<file path="src/rtl/fifo_mem_ctrl_if.sv">
// Push/pop, control and status bundle for fifo_mem_ctrl.
// With FIFO_PEAK_EN defined the bundle also carries the peak_count high-water mark.
interface fifo_mem_ctrl_if #(
    parameter int unsigned DATA_WIDTH = 32,
    parameter int unsigned OSTD_NUM   = 8
) ();
    localparam int unsigned PTR_SIZE = $clog2(OSTD_NUM);

    logic                  flush;
    logic                  fifo_wenable;
    logic [DATA_WIDTH-1:0] data_in;
    logic                  fifo_renable;
    logic                  err_clr;
    logic [DATA_WIDTH-1:0] data_out;
    logic                  data_out_valid;
    logic                  full;
    logic                  empty;
    logic                  almost_full;
    logic                  almost_empty;
    logic [PTR_SIZE:0]     count;
    logic                  overflow_err;
    logic                  underflow_err;
`ifdef FIFO_PEAK_EN
    logic [PTR_SIZE:0]     peak_count;

    modport master (
        output flush, fifo_wenable, data_in, fifo_renable, err_clr,
        input  data_out, data_out_valid, full, empty, almost_full, almost_empty, count,
               overflow_err, underflow_err, peak_count
    );

    modport slave (
        input  flush, fifo_wenable, data_in, fifo_renable, err_clr,
        output data_out, data_out_valid, full, empty, almost_full, almost_empty, count,
               overflow_err, underflow_err, peak_count
    );
`else
    modport master (
        output flush, fifo_wenable, data_in, fifo_renable, err_clr,
        input  data_out, data_out_valid, full, empty, almost_full, almost_empty, count,
               overflow_err, underflow_err
    );

    modport slave (
        input  flush, fifo_wenable, data_in, fifo_renable, err_clr,
        output data_out, data_out_valid, full, empty, almost_full, almost_empty, count,
               overflow_err, underflow_err
    );
`endif
endinterface

</file>
<file path="src/rtl/fifo_mem_ctrl.sv">
// Synchronous flop-based FIFO with registered 1-cycle read, status flags and sticky errors.
// Optional high-water mark output enabled by defining FIFO_PEAK_EN.
module fifo_mem_ctrl #(
    parameter int unsigned DATA_WIDTH   = 32,
    parameter int unsigned OSTD_NUM     = 8,
    parameter int unsigned AFULL_LEVEL  = OSTD_NUM - 2,
    parameter int unsigned AEMPTY_LEVEL = 2,
    parameter int unsigned PTR_SIZE     = $clog2(OSTD_NUM)
) (
    input logic            clk_in,
    input logic            sreset,
    fifo_mem_ctrl_if.slave bus
);
    localparam int unsigned CntW = PTR_SIZE + 1;

    logic [DATA_WIDTH-1:0] mem_q [OSTD_NUM];

    logic [CntW-1:0]       wr_ptr_q, wr_ptr_d;
    logic [CntW-1:0]       rd_ptr_q, rd_ptr_d;
    logic [CntW-1:0]       count_q, count_d;
    logic [DATA_WIDTH-1:0] dout_q, dout_d;
    logic                  dvalid_q, dvalid_d;
    logic                  ovf_q, ovf_d;
    logic                  udf_q, udf_d;

    logic full, empty;
    logic rd_acc, wr_acc;
    logic ovf_set, udf_set;
    logic mem_we;

    // Pointers carry an extra wrap bit so full and empty are distinguishable.
    assign empty = (wr_ptr_q == rd_ptr_q);
    assign full  = (wr_ptr_q[PTR_SIZE] != rd_ptr_q[PTR_SIZE]) &&
                   (wr_ptr_q[PTR_SIZE-1:0] == rd_ptr_q[PTR_SIZE-1:0]);

    // A pop frees a slot in the same cycle, so a full FIFO still takes a write alongside a read.
    assign rd_acc  = bus.fifo_renable && !empty;
    assign wr_acc  = bus.fifo_wenable && (!full || rd_acc);
    assign ovf_set = bus.fifo_wenable && full && !rd_acc;
    assign udf_set = bus.fifo_renable && empty;
    assign mem_we  = wr_acc && !bus.flush && !sreset;

    always_comb begin
        wr_ptr_d = wr_ptr_q;
        rd_ptr_d = rd_ptr_q;
        count_d  = count_q;
        dout_d   = dout_q;
        dvalid_d = 1'b0;
        ovf_d    = ovf_q;
        udf_d    = udf_q;

        if (bus.err_clr) begin
            ovf_d = 1'b0;
            udf_d = 1'b0;
        end

        if (bus.flush) begin
            wr_ptr_d = '0;
            rd_ptr_d = '0;
            count_d  = '0;
            dout_d   = '0;
        end else begin
            // Set events are applied after the clear so they win a same-cycle err_clr.
            if (ovf_set) ovf_d = 1'b1;
            if (udf_set) udf_d = 1'b1;

            if (wr_acc) wr_ptr_d = wr_ptr_q + 1'b1;

            if (rd_acc) begin
                rd_ptr_d = rd_ptr_q + 1'b1;
                dout_d   = mem_q[rd_ptr_q[PTR_SIZE-1:0]];
                dvalid_d = 1'b1;
            end

            unique case ({wr_acc, rd_acc})
                2'b10:   count_d = count_q + 1'b1;
                2'b01:   count_d = count_q - 1'b1;
                default: count_d = count_q;
            endcase
        end
    end

    always_ff @(posedge clk_in) begin
        if (sreset) begin
            wr_ptr_q <= '0;
            rd_ptr_q <= '0;
            count_q  <= '0;
            dout_q   <= '0;
            dvalid_q <= 1'b0;
            ovf_q    <= 1'b0;
            udf_q    <= 1'b0;
        end else begin
            wr_ptr_q <= wr_ptr_d;
            rd_ptr_q <= rd_ptr_d;
            count_q  <= count_d;
            dout_q   <= dout_d;
            dvalid_q <= dvalid_d;
            ovf_q    <= ovf_d;
            udf_q    <= udf_d;
        end
    end

    // Storage is deliberately left out of reset.
    always_ff @(posedge clk_in) begin
        if (mem_we) begin
            mem_q[wr_ptr_q[PTR_SIZE-1:0]] <= bus.data_in;
        end
    end

    assign bus.data_out       = dout_q;
    assign bus.data_out_valid = dvalid_q;
    assign bus.full           = full;
    assign bus.empty          = empty;
    assign bus.almost_full    = (count_q >= CntW'(AFULL_LEVEL));
    assign bus.almost_empty   = (count_q <= CntW'(AEMPTY_LEVEL));
    assign bus.count          = count_q;
    assign bus.overflow_err   = ovf_q;
    assign bus.underflow_err  = udf_q;

`ifdef FIFO_PEAK_EN
    logic [CntW-1:0] peak_q, peak_d;

    // err_clr restarts the high-water mark from the occupancy being entered.
    always_comb begin
        peak_d = peak_q;
        if (bus.err_clr) begin
            peak_d = count_d;
        end else if (count_d > peak_q) begin
            peak_d = count_d;
        end
    end

    always_ff @(posedge clk_in) begin
        if (sreset) begin
            peak_q <= '0;
        end else begin
            peak_q <= peak_d;
        end
    end

    assign bus.peak_count = peak_q;
`endif

`ifndef SYNTHESIS
    a_count_bound: assert property (@(posedge clk_in) disable iff (sreset)
        count_q <= CntW'(OSTD_NUM));
    a_count_ptrs: assert property (@(posedge clk_in) disable iff (sreset)
        count_q == CntW'(wr_ptr_q - rd_ptr_q));
    a_full_count: assert property (@(posedge clk_in) disable iff (sreset)
        full == (count_q == CntW'(OSTD_NUM)));
    a_empty_count: assert property (@(posedge clk_in) disable iff (sreset)
        empty == (count_q == '0));
`endif
endmodule
</file>
<file path="src/flat_wrapper.sv">
// flat-port wrapper written by rule: the top's interface ports become plain ports
module fifo_mem_ctrl_flat 
#(
    parameter int unsigned DATA_WIDTH   = 32,
    parameter int unsigned OSTD_NUM     = 8,
    parameter int unsigned AFULL_LEVEL  = OSTD_NUM - 2,
    parameter int unsigned AEMPTY_LEVEL = 2,
    parameter int unsigned PTR_SIZE     = $clog2(OSTD_NUM)
)
  (clk_in, sreset, bus_flush, bus_fifo_wenable, bus_data_in, bus_fifo_renable, bus_err_clr, bus_data_out, bus_data_out_valid, bus_full, bus_empty, bus_almost_full, bus_almost_empty, bus_count, bus_overflow_err, bus_underflow_err);
  fifo_mem_ctrl_if #(.DATA_WIDTH(DATA_WIDTH), .OSTD_NUM(OSTD_NUM)) bus_i ();
  input logic clk_in;
  input logic sreset;
  input wire logic [$bits(bus_i.flush)-1:0] bus_flush;
  input wire logic [$bits(bus_i.fifo_wenable)-1:0] bus_fifo_wenable;
  input wire logic [$bits(bus_i.data_in)-1:0] bus_data_in;
  input wire logic [$bits(bus_i.fifo_renable)-1:0] bus_fifo_renable;
  input wire logic [$bits(bus_i.err_clr)-1:0] bus_err_clr;
  output wire logic [$bits(bus_i.data_out)-1:0] bus_data_out;
  output wire logic [$bits(bus_i.data_out_valid)-1:0] bus_data_out_valid;
  output wire logic [$bits(bus_i.full)-1:0] bus_full;
  output wire logic [$bits(bus_i.empty)-1:0] bus_empty;
  output wire logic [$bits(bus_i.almost_full)-1:0] bus_almost_full;
  output wire logic [$bits(bus_i.almost_empty)-1:0] bus_almost_empty;
  output wire logic [$bits(bus_i.count)-1:0] bus_count;
  output wire logic [$bits(bus_i.overflow_err)-1:0] bus_overflow_err;
  output wire logic [$bits(bus_i.underflow_err)-1:0] bus_underflow_err;
  assign bus_i.flush = bus_flush;
  assign bus_i.fifo_wenable = bus_fifo_wenable;
  assign bus_i.data_in = bus_data_in;
  assign bus_i.fifo_renable = bus_fifo_renable;
  assign bus_i.err_clr = bus_err_clr;
  assign bus_data_out = bus_i.data_out;
  assign bus_data_out_valid = bus_i.data_out_valid;
  assign bus_full = bus_i.full;
  assign bus_empty = bus_i.empty;
  assign bus_almost_full = bus_i.almost_full;
  assign bus_almost_empty = bus_i.almost_empty;
  assign bus_count = bus_i.count;
  assign bus_overflow_err = bus_i.overflow_err;
  assign bus_underflow_err = bus_i.underflow_err;
  fifo_mem_ctrl #(.DATA_WIDTH(DATA_WIDTH), .OSTD_NUM(OSTD_NUM), .AFULL_LEVEL(AFULL_LEVEL), .AEMPTY_LEVEL(AEMPTY_LEVEL), .PTR_SIZE(PTR_SIZE)) u_core (.clk_in(clk_in), .sreset(sreset), .bus(bus_i));
endmodule
</file>
<file path="config.mk">
export PLATFORM = sky130hd
export DESIGN_NAME = fifo_mem_ctrl_flat
export DESIGN_NICKNAME = d
export VERILOG_FILES = /design/src/rtl/fifo_mem_ctrl_if.sv /design/src/rtl/fifo_mem_ctrl.sv /design/src/flat_wrapper.sv
export SDC_FILE = /design/constraint.sdc
export NUM_CORES = 1
export LEC_CHECK = 0
export ABC_AREA = 1
export CORE_UTILIZATION = 39
export DETAILED_ROUTE_END_ITERATION = 16
export GPL_ROUTABILITY_DRIVEN = 0
export MAX_ROUTING_LAYER = met4
export SLEW_MARGIN = 20
export SYNTH_ARGS = -nofsm -noshare
export SYNTH_HDL_FRONTEND = slang
export SYNTH_SLANG_ARGS = --single-unit
</file>
<file path="constraint.sdc">
create_clock -name clk_in -period 4.7 [get_ports clk_in]
set_clock_uncertainty 0.15 [all_clocks]
set_input_delay 0.705 -clock clk_in [delete_from_list [all_inputs] [get_ports clk_in]]
set_output_delay 0.705 -clock clk_in [all_outputs]
set_load 0.005 [all_outputs]
</file>
==> results by group, run 1 <==
Drt
  • # DRC: 0
  • Final WL: 26200 µm
  • DRT Pass-1 Iters: 5
  • Routed via count: 7819
  • WL met2: 12600 µm
  • Iter 0 DRT Violations: 621
  • Routed Antenna Nets: 0
  • WL met1: 12100 µm
  • Vias/cell: 4.87
  • Met3 Wirelength: 1100 µm
  • Highest Signal Layer: met4
  • Wire per inst: 16.3 µm

Timing
  • Hold WS: 0.343 ns
  • Worst relative slew slack: 41.5%
  • Period utilization: 69.7%
  • # setup viols final: 0
  • Worst-margin pin slew: 0.878 ns
  • Slew Limit Fails: 0
  • Setup TNS: 0 ns
  • Fin. Hold Viols: 0
  • Post-route setup slack: 1.42 ns
  • RSZ-0062 raised after global routing: no
  • FMAX: 305 MHz
  • Minimum clock period: 3.28 ns

Floorplanning
  • Die H: 179 µm
  • Initial core utilization: 39.8%
  • IO Pins: 81
  • Die width: 179 µm
  • DIE AREA: 32000 µm²
  • Core footprint: 30700 µm²
  • Core Rows: 64

Power and ir drop
  • Pint: 4580 µW
  • Power density cells: 399 nW/µm²
  • Logic pwr share: 5.0%
  • Leak: 0.00522 µW
  • Sw Share: 20.8%
  • Clk network pwr share: 44.0%
  • Sequential power share: 51.0%
  • Sw Pwr: 1210 µW
  • Worst vdd ir: 0.303 mV

Clock network
  • Number of buffers created by CTS: 30
  • CTS tree: yes
  • CTS root buffer: clkbuf_16
  • Htree depth: 1
  • Clk buf depth: 3
  • Post-CTS Resized: 0
  • CTS sink cnt: 303
  • Clk pin slew, worst setup/hold paths: 0.06 ns
  • Postcts setup bufs: 0
  • Clock Latency Late Sink: 0.55 ns
  • Cts hold-fix bufs: 0

Synth
  • Mux contribution to synthesized area: 0%
  • Yosys top cell area share: 63.0%
  • Synth warnings: 0
  • Top cells by area in the synthesized netlist: edfxtp_1, nor2_1, dfxtp_1
  • Synth Area in Compound Gates: 8.65%
  • Simple-Gate Fraction of Synth Area: 15.2%
  • Mapped Nets: 1161
  • Register bit total from synthesis: 303
  • XOR/XNOR share of the synthesized area: 0.707%
  • Sequential fraction of the synthesis area: 70.7%
  • Combinational family with the most area after synthesis: simple AND/OR/NAND/NOR gates
  • Area of the mapped netlist: 12200 µm²
  • Adder-Cell Fraction of Synth Area: 0.677%
  • Post-synth cell types: 30
  • Post-Synthesis Cells: 1117
  • Mean Syn Cell Area: 10.9 µm²
  • Top cell type by total area after synthesis: edfxtp_1

Critical path
  • WP data required: 3.85 ns
  • Crit Path Category: flop to output pin
  • Endpoint type of the worst setup path: output pin
  • WP data arrival: 2.42 ns
  • Critical Path Start Type: flop
  • Worst-path maximum fanout: 58

Cells and area
  • Area of the multi-input gates: 3150 µm²
  • Share of cells above drive strength 1: 7.52%
  • Final net count: 1230
  • Final Non-Filler Cells: 1606
  • # fillers: 2791
  • Antenna Diode Count: 0
  • Commonest non-fill, non-tap cell in the layout: nor2_1
  • Commonest non-fill, non-tap cells in the layout: nor2_1, edfxtp_1, nand2_1
  • Area Growth Syn to Fin: 18.8%
  • Sequential cell area: 8630 µm²
  • Finished Core Util: 47.3%

GRT
  • GRT Residual Overflow: 0
  • Initial antenna violation count: 0
  • Largest net degree at the start of global routing: 130
  • Vias in the first global route: 7684
  • GRT Util Overall: 17.3%
  • First-pass GRT wire length: 42200 µm

Flow run
  • Max-cap violations: 0

Place
  • DP HPWL: 15000 µm
  • Placed Cells: 1550
  • Pre-CTS WS: 1.18 ns
  • Buffers on Ports: 80

Run status
  • Status: complete, no violations

Worst hold path
  • Worst Hold Class: flop to flop
registers in the layout, summed over array words and instances, names as in the netlist:
name / cells
u_core.mem_q: 256
u_core.bus.data_out: 32
u_core.bus.count: 4
u_core.rd_ptr_q: 4
u_core.wr_ptr_q: 4
u_core.bus.data_out_valid: 1
u_core.bus.overflow_err: 1
u_core.bus.underflow_err: 1
cells in the mapped netlist:
library cell and count:
a21oi_1 9, buf_1 6, buf_2 15, buf_4 5, buf_6 3, clkbuf_1 31
clkbuf_2 2, clkinv_1 1, dfxtp_1 47, edfxtp_1 256, fa_1 1, ha_1 5
inv_1 51, inv_2 2, nand2_1 182, nand2_4 3, nand3_1 8, nand3_4 1
nand3b_1 1, nand4_1 1, nand4_2 1, nor2_1 275, nor2_8 1, o211ai_1 1
o21ai_0 172, o21ai_1 27, o31ai_1 1, xnor2_1 4, xnor2_2 1, xor2_1 4
stage by stage:
| step | area (µm²) | power [µW] |
|---|---|---|
| 3_3_place_gp | 13400 | 3300 |
| 2_1_floorplan | 12200 | 3170 |
| 6_report | 14500 | 5790 |
| 4_1_cts | 14500 | 5850 |
| 3_5_place_dp | 13400 | 3300 |
| 5_1_grt | 14500 | 5990 |
worst max-delay path, stage by stage (launching register included):
cell             delay (ns)
dfxtp_4                0.76
inv_2                  0.13
nand2_4                0.10
nand2_4                0.07
nor2_8                 0.14
nand2_1                0.06
nor2_1                 0.12
clkdlybuf4s50_1        0.52
routing by layer:
layer / up-vias / track usage (%)
li1: 3906 / -
met1: 3719 / 23.1
met2: 156 / 28.0
met3: 38 / 2.50
met4: 0 / 4.17
met5: - / -
worst paths after layout:
path,from,cells after the start,slack [ns],end
max,u_core.rd_ptr_q[0]$_SDFFE_PP0P_,7,1.42,bus_full
min,u_core.bus.overflow_err$_SDFF_PP0_,2,0.34,u_core.bus.overflow_err$_SDFF_PP0_
max reg2reg,u_core.rd_ptr_q[0]$_SDFFE_PP0P_,7,1.48,u_core.mem_q[6][12]$_DFFE_PP_
min reg2reg,u_core.bus.overflow_err$_SDFF_PP0_,2,0.34,u_core.bus.overflow_err$_SDFF_PP0_
cells by family (layout without fill, tap and decap cells):
logic type,Yosys count,in the layout
adder cells (fa/ha/maj),6,6
XOR/XNOR,9,9
AND/OR/NAND/NOR,473,473
flip-flops,303,303
buffers and inverters,116,209
AO/OA/AOI/OAI,210,210
power by group through the flow:
| stage | combinational (µW) | clock (µW) | sequential (µW) |
|---|---|---|---|
| after floorplan | 160 | 0 | 3010 |
| after global placement | 290 | 0 | 3010 |
| after detailed placement | 294 | 0 | 3010 |
| after CTS | 296 | 2600 | 2950 |
| after global routing | 329 | 2710 | 2950 |
| final | 290 | 2550 | 2950 |
layout make-up:
type / instances / area share [%]
clock inverter: 22 / 1.89
tap: 396 / 3.42
sequential: 303 / 59.5
inverter: 54 / 1.41
timing repair buffer: 99 / 6.64
clock buffer: 34 / 5.43
multi-input combinational: 698 / 21.7
(Power assumes the default switching activity.)
==> run 2: changes to the inputs <==
==> constraint.sdc (replaced) <==
create_clock -name clk_in -period 2.9 [get_ports clk_in]
set_clock_uncertainty 0.15 [all_clocks]
set_input_delay 0.435 -clock clk_in [delete_from_list [all_inputs] [get_ports clk_in]]
set_output_delay 0.435 -clock clk_in [all_outputs]
set_load 0.005 [all_outputs]
==> results by group, run 2 (synthesis results as in run 1) <==
Run status
  • Status: complete, no violations

Clock network
  • Clk buf depth: 3 (unchanged)
  • Clock Latency Late Sink: 0.54 ns (about the same)
  • Post-CTS Resized: 0 (unchanged)
  • Number of buffers created by CTS: 30 (unchanged)
  • CTS tree: yes
  • Htree depth: 1 (unchanged)
  • Cts hold-fix bufs: 0 (unchanged)
  • CTS sink cnt: 303 (unchanged)
  • Postcts setup bufs: 0 (unchanged)
  • Clk pin slew, worst setup/hold paths: 0.06 ns (about the same)
  • CTS root buffer: clkbuf_16

Timing
  • Worst-margin pin slew: 0.926 ns (+0.0482 ns)
  • Slew Limit Fails: 0 (unchanged)
  • # setup viols final: 0 (unchanged)
  • Fin. Hold Viols: 0 (unchanged)
  • FMAX: 380 MHz
  • RSZ-0062 raised after global routing: no
  • Period utilization: 90.7%
  • Minimum clock period: 2.63 ns
  • Worst relative slew slack: 38.3% (-3.2 points)

Cells and area
  • Commonest non-fill, non-tap cells in the layout: nor2_1, edfxtp_1, nand2_1
  • Final net count: 1239 (+0.73%)
  • Commonest non-fill, non-tap cell in the layout: nor2_1
  • Finished Core Util: 47.5% (+0.20 points)
  • Antenna Diode Count: 0 (unchanged)
  • Area Growth Syn to Fin: 19.3%
  • Final Non-Filler Cells: 1613 (+0.44%)
  • Max reg flops: 256 (unchanged)
  • Share of cells above drive strength 1: 7.72% (+0.20 points)

Floorplanning
  • Initial core utilization: 39.8% (unchanged)
  • DIE AREA: 32000 µm² (unchanged)
  • Die H: 179 µm (unchanged)
  • IO Pins: 81 (unchanged)
  • Core footprint: 30700 µm² (unchanged)
  • Die width: 179 µm (unchanged)
  • Core Rows: 64 (unchanged)

Drt
  • # DRC: 0 (unchanged)
  • Final WL: 25400 µm (-3.0%)
  • Routed Antenna Nets: 0 (unchanged)
  • Iter 0 DRT Violations: 511 (-18%)
  • Wire per inst: 15.8 µm (-3.4%)
  • Routed via count: 7763 (-0.72%)
  • DRT Pass-1 Iters: 5 (unchanged)
  • Vias/cell: 4.81 (-1.1%)

Critical path
  • Endpoint type of the worst setup path: output pin
  • R2R setup slack: 0.52 ns (-0.96 ns)
  • Worst r2r dst: u_core.bus.count[2]$_SDFFE_PP0P_
  • WP data required: 2.32 ns (-1.53 ns)
  • Worst-path maximum fanout: 5 (-91%)
  • WP data arrival: 2.04 ns (-0.38 ns)
  • Crit Path Category: flop to output pin
  • Critical Path Start Type: flop
  • R2r startpoint: u_core.wr_ptr_q[0]$_SDFFE_PP0P_
  • Worst Reg2Reg Path Length in Cells: 12 (+5)

GRT
  • Largest net degree at the start of global routing: 130 (unchanged)
  • Vias in the first global route: 7296 (-5.0%)
  • GRT Util Overall: 16.7% (-0.60 points)
  • GRT Residual Overflow: 0 (unchanged)
  • First-pass GRT wire length: 40400 µm (-4.1%)
  • Initial antenna violation count: 0 (unchanged)

Place
  • Buffers on Ports: 80 (unchanged)
  • Placed Cells: 1559 (+0.58%)
  • DP HPWL: 13900 µm (-7.0%)

Worst hold path
  • Worst Hold Class: flop to flop
  • Hold Crit Start: u_core.bus.overflow_err$_SDFF_PP0_
  • Worst Hold Path EP: u_core.bus.overflow_err$_SDFF_PP0_
  • Hold depth: 2 (unchanged)

Power and ir drop
  • Leak: 0.00524 µW (+0.41%)
  • Worst vdd ir: 0.436 mV (+44%)
  • Power density cells: 627 nW/µm² (+57%)

Flow run
  • Max-cap violations: 0 (unchanged)
run 2: layout make-up:
| class | count | area (µm²) |
|---|---|---|
| clock inverters | 20 | 209 |
| inverters | 54 | 205 |
| well taps | 396 | 495 |
| repair buffers | 108 | 1090 |
| multi-input cells | 698 | 3150 |
| flip-flops and latches | 303 | 8630 |
| fillers | 2732 | 16100 |
| clock buffers | 34 | 787 |
run 2: worst max path at each step:
stage                                     from                               end
4_1_cts        u_core.wr_ptr_q[1]$_SDFFE_PP0P_                         bus_empty
5_1_grt        u_core.rd_ptr_q[1]$_SDFFE_PP0P_                         bus_empty
3_5_place_dp                  bus_fifo_renable  u_core.bus.count[3]$_SDFFE_PP0P_
2_1_floorplan  u_core.rd_ptr_q[0]$_SDFFE_PP0P_      u_core.mem_q[1][0]$_DFFE_PP_
6_report       u_core.wr_ptr_q[0]$_SDFFE_PP0P_                         bus_empty
3_3_place_gp                  bus_fifo_renable  u_core.bus.count[3]$_SDFFE_PP0P_
run 2: power by group:
group / internal (µW) / switching [µW] / leakage [µW]
registers: 4760 / 17.6 / 0.00269
clock network: 2300 / 1590 / 0.000484
logic: 184 / 291 / 0.00206
run 2: worst max-delay path, stage by stage (launching register included):
cell and delay [ns]:
dfxtp_1 0.41, inv_1 0.11, nand2_1 0.12, nand2_4 0.07, nor2_8 0.13, nand3_4 0.10
inv_1 0.07, clkdlybuf4s50_1 0.49
run 2: per-layer routing:
| metal | share of wire, % | wire (µm) | up-vias | global-route usage [%] |
|---|---|---|---|---|
| met3 | 4.6 | 1180 | 34 | 2.06 |
| met1 | 48 | 12100 | 3654 | 23.8 |
| li1 | - | - | 3922 | - |
| met4 | 1.5 | 390 | 0 | 3.74 |
| met5 | 0 | 0 | - | - |
| met2 | 46 | 11700 | 153 | 25.7 |
run 2: stage by stage:
stage          instance area, µm²  TNS, ns  total power, µW  hold WS (ns)  setup WS [ns]
2_1_floorplan               12200   -42.29             5130         0.325         -0.224
3_3_place_gp                13600        0             5340         0.335          0.319
3_5_place_dp                13600        0             5350         0.329          0.345
4_1_cts                     14600        0             9230         0.341          0.234
5_1_grt                     14600        0             9460         0.365         0.0892
6_report                    14600        0             9130         0.335          0.270
==> run 3: changes to the inputs <==
--- a/config.mk
+++ b/config.mk
@@ -9,8 +9,9 @@
 export CORE_UTILIZATION = 39
 export DETAILED_ROUTE_END_ITERATION = 16
 export GPL_ROUTABILITY_DRIVEN = 0
+export HOLD_SLACK_MARGIN = 0.15
 export MAX_ROUTING_LAYER = met4
-export SLEW_MARGIN = 20
+export SLEW_MARGIN = 25
 export SYNTH_ARGS = -nofsm -noshare
 export SYNTH_HDL_FRONTEND = slang
 export SYNTH_SLANG_ARGS = --single-unit
==> constraint.sdc (replaced) <==
create_clock -name clk_in -period 2.9 [get_ports clk_in]
set_clock_uncertainty 0.15 [all_clocks]
set_input_delay 0.435 -clock clk_in [delete_from_list [all_inputs] [get_ports clk_in]]
set_output_delay 0.435 -clock clk_in [all_outputs]
set_load 0.05 [all_outputs]
==> results by group, run 3 (synthesis results as in run 1) <==
Power and ir drop
  • Power, Total: 9210 µW (+0.86%)
  • Sequential power share: 51.8% (-0.5 points)
  • Leak: 0.00525 µW (+0.22%)
  • Worst vdd ir: 0.425 mV (-2.5%)
  • Logic pwr share: 6.0% (+0.8 points)
  • Power density cells: 632 nW/µm² (+0.71%)
  • Sw Share: 21.5% (+0.77 points)
  • Sw Pwr: 1980 µW (+4.6%)
  • Clk network pwr share: 42.1% (-0.4 points)
  • Pint: 7230 µW (-0.12%)

Cells and area
  • Max reg flops: 256 (unchanged)
  • Finished Core Util: 47.6% (+0.069 points)
  • Antenna Diode Count: 0 (unchanged)
  • Sequential cell area: 8630 µm² (unchanged)
  • Commonest non-fill, non-tap cell in the layout: nor2_1
  • # fillers: 2744 (+0.44%)
  • Area of the multi-input gates: 3150 µm² (unchanged)
  • Share of cells above drive strength 1: 7.79% (+0.063 points)
  • Area Growth Syn to Fin: 19.5%
  • Commonest non-fill, non-tap cells in the layout: nor2_1, edfxtp_1, nand2_1
  • Final net count: 1239 (unchanged)

Place
  • DP HPWL: 14100 µm (+1.3%)
  • Buffers on Ports: 80 (unchanged)

Critical path
  • R2r startpoint: u_core.rd_ptr_q[1]$_SDFFE_PP0P_
  • R2R setup slack: 0.40 ns (-0.12 ns)
  • Critical Path Start Type: flop
  • Worst Reg2Reg Path Length in Cells: 12 (unchanged)
  • WP data required: 2.32 ns (about the same)
  • WP data arrival: 1.99 ns (-0.05 ns)
  • Worst-path maximum fanout: 4 (-1)
  • Crit Path Category: flop to output pin
  • Endpoint type of the worst setup path: output pin
  • Worst r2r dst: u_core.bus.count[2]$_SDFFE_PP0P_

Timing
  • Slew Limit Fails: 0 (unchanged)
  • FMAX: 388 MHz (+2.1%)
  • Fin. Hold Viols: 0 (unchanged)
  • Worst-margin pin slew: 0.856 ns (-0.0698 ns)
  • RSZ-0062 raised after global routing: no
  • Worst relative slew slack: 42.9% (+4.7 points)
  • Minimum clock period: 2.58 ns (-0.0547 ns)
  • Period utilization: 88.8% (-1.9 points)
  • # setup viols final: 0 (unchanged)

Drt
  • Routed Antenna Nets: 0 (unchanged)
  • Vias/cell: 4.84 (+0.60%)
  • # DRC: 0 (unchanged)
  • Iter 0 DRT Violations: 737 (+44%)
  • Wire per inst: 15.9 µm (+0.61%)
  • Routed via count: 7824 (+0.79%)
  • Final WL: 25600 µm (+0.79%)
  • DRT Pass-1 Iters: 5 (unchanged)

Flow run
  • Max-cap violations: 0 (unchanged)

Clock network
  • Clk buf depth: 3 (unchanged)
  • Cts hold-fix bufs: 0 (unchanged)
  • CTS root buffer: clkbuf_16
  • Postcts setup bufs: 0 (unchanged)
  • Clk pin slew, worst setup/hold paths: 0.06 ns (about the same)
  • Htree depth: 1 (unchanged)
  • Post-CTS Resized: 0 (unchanged)
  • CTS sink cnt: 303 (unchanged)
  • Clock Latency Late Sink: 0.55 ns (about the same)
  • Number of buffers created by CTS: 31 (+3.3%)
  • CTS tree: yes

Floorplanning
  • Initial core utilization: 39.8% (unchanged)
  • Die width: 179 µm (unchanged)
  • Core footprint: 30700 µm² (unchanged)
  • Core Rows: 64 (unchanged)
  • DIE AREA: 32000 µm² (unchanged)
  • Die H: 179 µm (unchanged)
  • IO Pins: 81 (unchanged)

GRT
  • GRT Util Overall: 16.8% (+0.094 points)
  • First-pass GRT wire length: 40800 µm (+0.94%)
  • Vias in the first global route: 7432 (+1.9%)
  • Largest net degree at the start of global routing: 130 (unchanged)
  • GRT Residual Overflow: 0 (unchanged)
  • Initial antenna violation count: 0 (unchanged)

Run status
  • Status: complete, no violations

Worst hold path
  • Worst Hold Class: flop to flop
  • Hold depth: 2 (unchanged)
  • Worst Hold Path EP: u_core.bus.underflow_err$_SDFF_PP0_
  • Hold Crit Start: u_core.bus.underflow_err$_SDFF_PP0_
==> run 3: per-layer routing <==
| metal | global-route usage, % | vias up | routed length [µm] |
|---|---|---|---|
| met5 | - | - | 0 |
| met4 | 4.06 | 0 | 500 |
| met3 | 2.06 | 40 | 1090 |
| met2 | 26.3 | 172 | 11600 |
| met1 | 23.4 | 3691 | 12500 |
| li1 | - | 3921 | - |
==> run 3: stage by stage <==
| step | area, µm² | setup slack, ns | std cells | hold WS [ns] | setup TNS [ns] |
|---|---|---|---|---|---|
| 2_1_floorplan | 12200 | -0.224 | 1117 | 0.325 | -42.29 |
| 3_3_place_gp | 13600 | 0.270 | 1558 | 0.339 | 0 |
| 3_5_place_dp | 13600 | 0.268 | 1558 | 0.329 | 0 |
| 4_1_cts | 14600 | 0.292 | 1616 | 0.340 | 0 |
| 5_1_grt | 14600 | 0.0627 | 1616 | 0.363 | 0 |
| 6_report | 14600 | 0.325 | 1616 | 0.336 | 0 |
==> run 3: area by class of cell <==
type,instances,share of cell area [%]
multi-input cells,698,21.6
clock buffers,47,6.07
inverters,54,1.41
repair buffers,107,7.56
flip-flops and latches,303,59.2
well taps,396,3.40
clock inverters,11,0.815
==> run 3: critical path, cell delays in order (launching register included) <==
cell	delay, ns
dfxtp_1	0.38
inv_1	0.10
o21ai_0	0.16
clkdlybuf4s50_1	0.82
==> run 3: power by group through the flow <==
stage          registers (µW)  logic [µW]  clock network (µW)
2_1_floorplan            4940         271                   0
3_3_place_gp             4870         555                   0
3_5_place_dp             4870         562                   0
4_1_cts                  4780         564                3970
5_1_grt                  4780         622                4120
6_report                 4780         556                3880
==> run 3: worst max-delay path by stage <==
| stage | depth (start not counted) | endpoint | from |
|---|---|---|---|
| floorplan | 11 | u_core.mem_q[1][0]$_DFFE_PP_ | u_core.rd_ptr_q[0]$_SDFFE_PP0P_ |
| global placement | 11 | u_core.bus.count[3]$_SDFFE_PP0P_ | bus_fifo_renable |
| detailed placement | 11 | u_core.bus.count[3]$_SDFFE_PP0P_ | bus_fifo_renable |
| CTS | 3 | bus_almost_full | u_core.bus.count[1]$_SDFFE_PP0P_ |
| global route | 12 | u_core.bus.count[2]$_SDFFE_PP0P_ | u_core.rd_ptr_q[1]$_SDFFE_PP0P_ |
| finish | 3 | bus_almost_full | u_core.bus.count[1]$_SDFFE_PP0P_ |
